**config.mk**
```make
export PLATFORM = sky130hd
export DESIGN_NAME = activation_pipeline
export DESIGN_NICKNAME = d
export VERILOG_FILES = /design/src/rtl/activation_pipeline.sv
export SDC_FILE = /design/constraint.sdc
export NUM_CORES = 2
export LEC_CHECK = 0
export ABC_AREA = 1
export BUFFER_PORTS_ARGS = -buffer_cell sky130_fd_sc_hd__buf_2
export CAP_MARGIN = 20
export CELL_PAD_IN_SITES_DETAIL_PLACEMENT = 1
export CELL_PAD_IN_SITES_GLOBAL_PLACEMENT = 1
export CORE_UTILIZATION = 50
export CTS_CLUSTER_SIZE = 16
export DETAILED_ROUTE_END_ITERATION = 8
export PLACE_DENSITY_LB_ADDON = 0.1
export SYNTH_ARGS = -nofsm -noshare
export SYNTH_HDL_FRONTEND = slang
export SYNTH_SLANG_ARGS = --single-unit
```
**constraint.sdc**
```tcl
create_clock -name clk -period 13.4 [get_ports clk]
set_input_delay 2.68 -clock clk [delete_from_list [all_inputs] [get_ports clk]]
set_output_delay 2.68 -clock clk [all_outputs]
set_load 0.02 [all_outputs]
```
**src/rtl/activation_pipeline.sv**
```systemverilog
// Three-stage per-lane activation unit (pass / ReLU / GELU approximation / leaky ReLU)
// with a valid/ready handshake, a global stall and a saturating count of clamped lanes.
module activation_pipeline #(
  parameter int WIDTH = 16,
  parameter int FRAC  = 8,
  parameter int LANES = 4,
  parameter int SLOPE = 43
) (
  input  logic                   clk,
  input  logic                   rst,
  input  logic                   in_valid,
  output logic                   in_ready,
  input  logic [1:0]             in_mode,
  input  logic [LANES*WIDTH-1:0] in_data,
  output logic                   out_valid,
  input  logic                   out_ready,
  output logic [LANES*WIDTH-1:0] out_data,
  output logic [15:0]            sat_count
);

  localparam int W2 = 2 * WIDTH;

  localparam logic [1:0] MODE_PASS  = 2'd0;
  localparam logic [1:0] MODE_RELU  = 2'd1;
  localparam logic [1:0] MODE_GELU  = 2'd2;
  localparam logic [1:0] MODE_LEAKY = 2'd3;

  localparam logic signed [W2-1:0] THR     = W2'(3 << FRAC);
  localparam logic signed [W2-1:0] HALF    = W2'(1 << (FRAC - 1));
  localparam logic signed [W2-1:0] SLOPE_W = W2'(SLOPE);
  localparam logic signed [W2-1:0] MAXV    = W2'((64'sd1 <<< (WIDTH - 1)) - 64'sd1);
  localparam logic signed [W2-1:0] MINV    = ~MAXV;

  logic             adv;
  logic             s1_valid, s2_valid, s3_valid;
  logic [1:0]       s1_mode, s2_mode;
  logic [LANES-1:0] sat_lane;
  logic [4:0]       sat_n;
  logic [16:0]      sat_sum;

  // One enable for every stage: the whole pipe advances or freezes together.
  assign adv       = !s3_valid || out_ready;
  assign in_ready  = adv;
  assign out_valid = s3_valid;

  always_ff @(posedge clk or posedge rst) begin
    if (rst) begin
      s1_valid <= 1'b0;
      s2_valid <= 1'b0;
      s3_valid <= 1'b0;
      s1_mode  <= MODE_PASS;
      s2_mode  <= MODE_PASS;
    end else if (adv) begin
      s1_valid <= in_valid;
      s1_mode  <= in_mode;
      s2_valid <= s1_valid;
      s2_mode  <= s1_mode;
      s3_valid <= s2_valid;
    end
  end

  always_comb begin
    sat_n = '0;
    for (int unsigned i = 0; i < LANES; i++) begin
      sat_n = sat_n + {4'b0, sat_lane[i]};
    end
    sat_sum = {1'b0, sat_count} + {12'b0, sat_n};
  end

  always_ff @(posedge clk or posedge rst) begin
    if (rst) begin
      sat_count <= '0;
    end else if (adv && s2_valid) begin
      sat_count <= sat_sum[16] ? '1 : sat_sum[15:0];
    end
  end

  for (genvar i = 0; i < LANES; i++) begin : g_lane
    logic signed [WIDTH-1:0] x0, x1, x2, res, r3;
    logic signed [W2-1:0]    xe0, xe1, xe2, s_next, s2, y;
    logic                    lo1, hi1, lo2, hi2, sat;

    assign x0     = in_data[i*WIDTH +: WIDTH];
    assign xe0    = {{WIDTH{x0[WIDTH-1]}}, x0};
    assign xe1    = {{WIDTH{x1[WIDTH-1]}}, x1};
    assign xe2    = {{WIDTH{x2[WIDTH-1]}}, x2};
    assign s_next = HALF + ((SLOPE_W * xe1) >>> FRAC);
    assign y      = (xe2 * s2) >>> FRAC;

    always_comb begin
      res = x2;
      sat = 1'b0;
      case (s2_mode)
        MODE_PASS:  res = x2;
        MODE_RELU:  res = (x2 > 0) ? x2 : '0;
        MODE_LEAKY: res = x2[WIDTH-1] ? (x2 >>> 3) : x2;
        MODE_GELU: begin
          if (lo2) begin
            res = '0;
          end else if (!hi2) begin
            if (y > MAXV) begin
              res = MAXV[WIDTH-1:0];
              sat = 1'b1;
            end else if (y < MINV) begin
              res = MINV[WIDTH-1:0];
              sat = 1'b1;
            end else begin
              res = y[WIDTH-1:0];
            end
          end
        end
        default: res = x2;
      endcase
    end

    assign sat_lane[i] = sat;

    // Region flags are resolved in S1 so S3 only selects between branches.
    always_ff @(posedge clk or posedge rst) begin
      if (rst) begin
        x1  <= '0;
        lo1 <= 1'b0;
        hi1 <= 1'b0;
        x2  <= '0;
        lo2 <= 1'b0;
        hi2 <= 1'b0;
        s2  <= '0;
        r3  <= '0;
      end else if (adv) begin
        x1  <= x0;
        lo1 <= (xe0 < -THR);
        hi1 <= (xe0 > THR);
        x2  <= x1;
        lo2 <= lo1;
        hi2 <= hi1;
        s2  <= s_next;
        r3  <= res;
      end
    end

    assign out_data[i*WIDTH +: WIDTH] = r3;
  end

endmodule

```
==> impl_metrics.tcl <==
set metrics [dict create \
    root_buffer "clkbuf_16" \
    netlist_top_cells_area "fa_1 (35%), nand2_1 (13%), inv_1 (13%)" \
    post-route-drc-count 0 \
    cp.required_ns 13.88 \
    cts_buffer_depth 3 \
    antenna_found_initial 13 \
    crit_fanout 20 \
    ys_seq_area_frac 0.112 \
    clock.fmax_mhz 99.9 \
    vias_per_cell 5.37 \
    final_area_um2 69200 \
    hold_end "g_lane[2].r3[7]" \
    worstSetupPathType "reg2reg" \
    worstReg2RegStart "g_lane[0].x2[5]" \
    cp-end-kind "flop" \
    synth.distinct_cells 59 \
    rr_worst_depth 37 \
    final.setup.tns_ns 0 \
    period_needed_ns 10.01 \
    setup_viol 0 \
    max_stage_delay_ns 0.96 \
    synth.top_cell.area_share 0.350 \
    htree_levels 2 \
    synthCells 8816 \
    rr_endpoint "sat_count[1]" \
    grt_pass1_wl_um 343000 \
    critPathLaunchType "flop" \
    cpMostUsedCell "fa_1" \
    synth-edff-count 0 \
    synth.cell_area_um2 66000 \
    synthFlopType "dfrtp_1" \
    first_pass_iters 6 \
    syn_avg_cell_area_um2 7.49 \
    final-hold-violation-count 0 \
    hold_path_class "reg2reg" \
    timing.final.crit_share 0.747 \
    num_vias 56200 \
    fin_util 0.531 \
    post_cts.repair.setup_buffers 0 \
    die_area_um2 134000 \
    ctsHoldBuffers 0 \
    syn2layout_area_growth_pct 4.84 \
    coreArea_um2 130000 \
    ys_async_sr_fraction 1.00 \
    port_buffers 151 \
    final_nets 10400 \
    grt_start_max_net_pins 214 \
    rsz0062_at_grt "false" \
    numCtsBuffers 41 \
    synth_largest_area_cell "fa_1" \
    synth-seq-cells 295 \
    start_util 0.507 \
    drtIter0Drc 3220 \
    rrSetupSlack_ns 3.39 \
    finalMaxSlewViolations 0 \
    worst-endpoint-arrival_ns 10.49 \
    ctsResizeCount 0 \
    min_from "g_lane[2].r3[7]" \
    grt-ovfl-total 0 \
    postPlaceCellArea_um2 67900 \
    ioPinCount 152 \
    path_clk_slew_ns 0.06 \
    synth.net_count 10600 \
    cts.sinks 295 \
    drive_gt1_frac 0.0436 \
    slew_headroom 0.236 \
    die_y_um 365 \
    gp_congestion 0.928 \
    ant_nets 0 \
    worstMarginPinSlew_ns 1.15 \
    row_count 132 \
    dp_hpwl_um 176000 \
    first_global_vias 62800 \
    synth_commonest_cells "nand2_1 (2367), inv_1 (2357), fa_1 (1155), ha_1 (529), a21oi_1 (345)" \
    grt_usage 0.330 \
    wl_per_cell_um 20.5 \
    synth_most_common_cell "nand2_1" \
    max-cap-violations 0 \
    hold_depth 2 \
    skew_ns 0.0462 \
    routed_wl_um 215000 \
    yosys_warnings 0 \
    cts_tree "yes" \
    hold_ws_ns 0.473 \
    status "finished clean" \
    worst_path_max_delay_cell "dfrtp_1" \
    chipWidth_um 365 \
    clk_latency_ns 0.64 \
]
==> area by class of cell <==
class	count	area [um^2]
fill	16600	61100
multi-input combinational	5793	48300
inverter	2365	8890
sequential	295	7380
tap	1742	2180
timing repair buffer	198	1140
clock buffer	52	1140
clock inverter	19	174
antenna	3	7.51
==> per-layer routing <==
layer / wire length (um) / vias up / track usage / part of all wire
li1: - / 25600 / - / -
met1: 91000 / 28900 / 0.424 / 0.42
met2: 107000 / 1369 / 0.582 / 0.50
met3: 9570 / 435 / 0.0343 / 0.045
met4: 7430 / 14 / 0.107 / 0.035
met5: 93 / - / 0 / 0.00043
==> logic make-up (layout without fill, tap and decap cells) <==
family	after synthesis	after routing	share of synthesized area
xor+xnor	153	153	0.0204
buf+inv	2728	2634	0.157
simple gates	3137	3137	0.192
fa+ha+maj	1684	1684	0.450
compound gates	819	819	0.0687
flops	295	295	0.112
other cells	0	3	0
==> worst max-delay path by stage <==
stage	from	to	cells past startpoint
after floorplan	rst	g_lane[0].hi1	1
after global placement	g_lane[3].x2[15]	sat_count[0]	36
after detailed placement	g_lane[2].x2[1]	sat_count[1]	38
after CTS	g_lane[2].x2[1]	sat_count[1]	38
after global routing	g_lane[2].x2[1]	sat_count[1]	37
final	g_lane[0].x2[5]	sat_count[1]	37
==> cells in the final DEF (no fill, tap or decap), types with 5 or more instances in the layout <==
cell / n
a211oi_1: 8
a21o_1: 22
a21oi_1: 345
a31oi_1: 19
a32oi_1: 36
and2_1: 8
and3_1: 5
buf_2: 151
buf_4: 45
clkbuf_16: 41
clkbuf_8: 7
clkinv_2: 6
dfrtp_1: 295
fa_1: 1155
ha_1: 529
inv_1: 2355
inv_2: 6
nand2_1: 2367
nand2_2: 41
nand2_4: 8
nand3_1: 194
nand3_2: 9
nand3b_1: 10
nand4_1: 40
nor2_1: 341
nor2_2: 8
nor2_4: 5
nor3_1: 39
nor4_1: 31
o211ai_1: 7
o21ai_0: 320
o21bai_1: 17
o22ai_1: 5
o31ai_1: 11
or2_2: 24
xnor2_1: 55
xor2_1: 97
==> metrics by stage <==
stage | setup slack, ns | instances
6_report | 3.39 | 10500
3_3_place_gp | 3.68 | 10400
3_5_place_dp | 3.50 | 10400
2_1_floorplan | 2.57 | 8816
5_1_grt | 2.74 | 10500
4_1_cts | 3.42 | 10500
==> registers in the layout, summed over array words and instances (netlist names) <==
name and cells:
g_lane.r3 64, g_lane.s2 64, g_lane.x1 64, g_lane.x2 64, sat_count 16, g_lane.hi1 4, g_lane.hi2 4, g_lane.lo1 4
g_lane.lo2 4, s1_mode 2, s2_mode 2, out_valid 1, s1_valid 1, s2_valid 1
==> worst max-delay path, delay by kind of cell, from the launching register on <==
family / cells / cell delay (ns)
adders and majority gates: 10 / 5.32
buffers and inverters: 8 / 0.68
AOI/OAI and AO/OA: 1 / 0.14
DFF: 1 / 0.96
and+or+nand+nor: 18 / 2.74
Power is left out: the tool's default activity adds up to more than one toggle a clock period on the data nets, which glitch-free logic cannot reach.
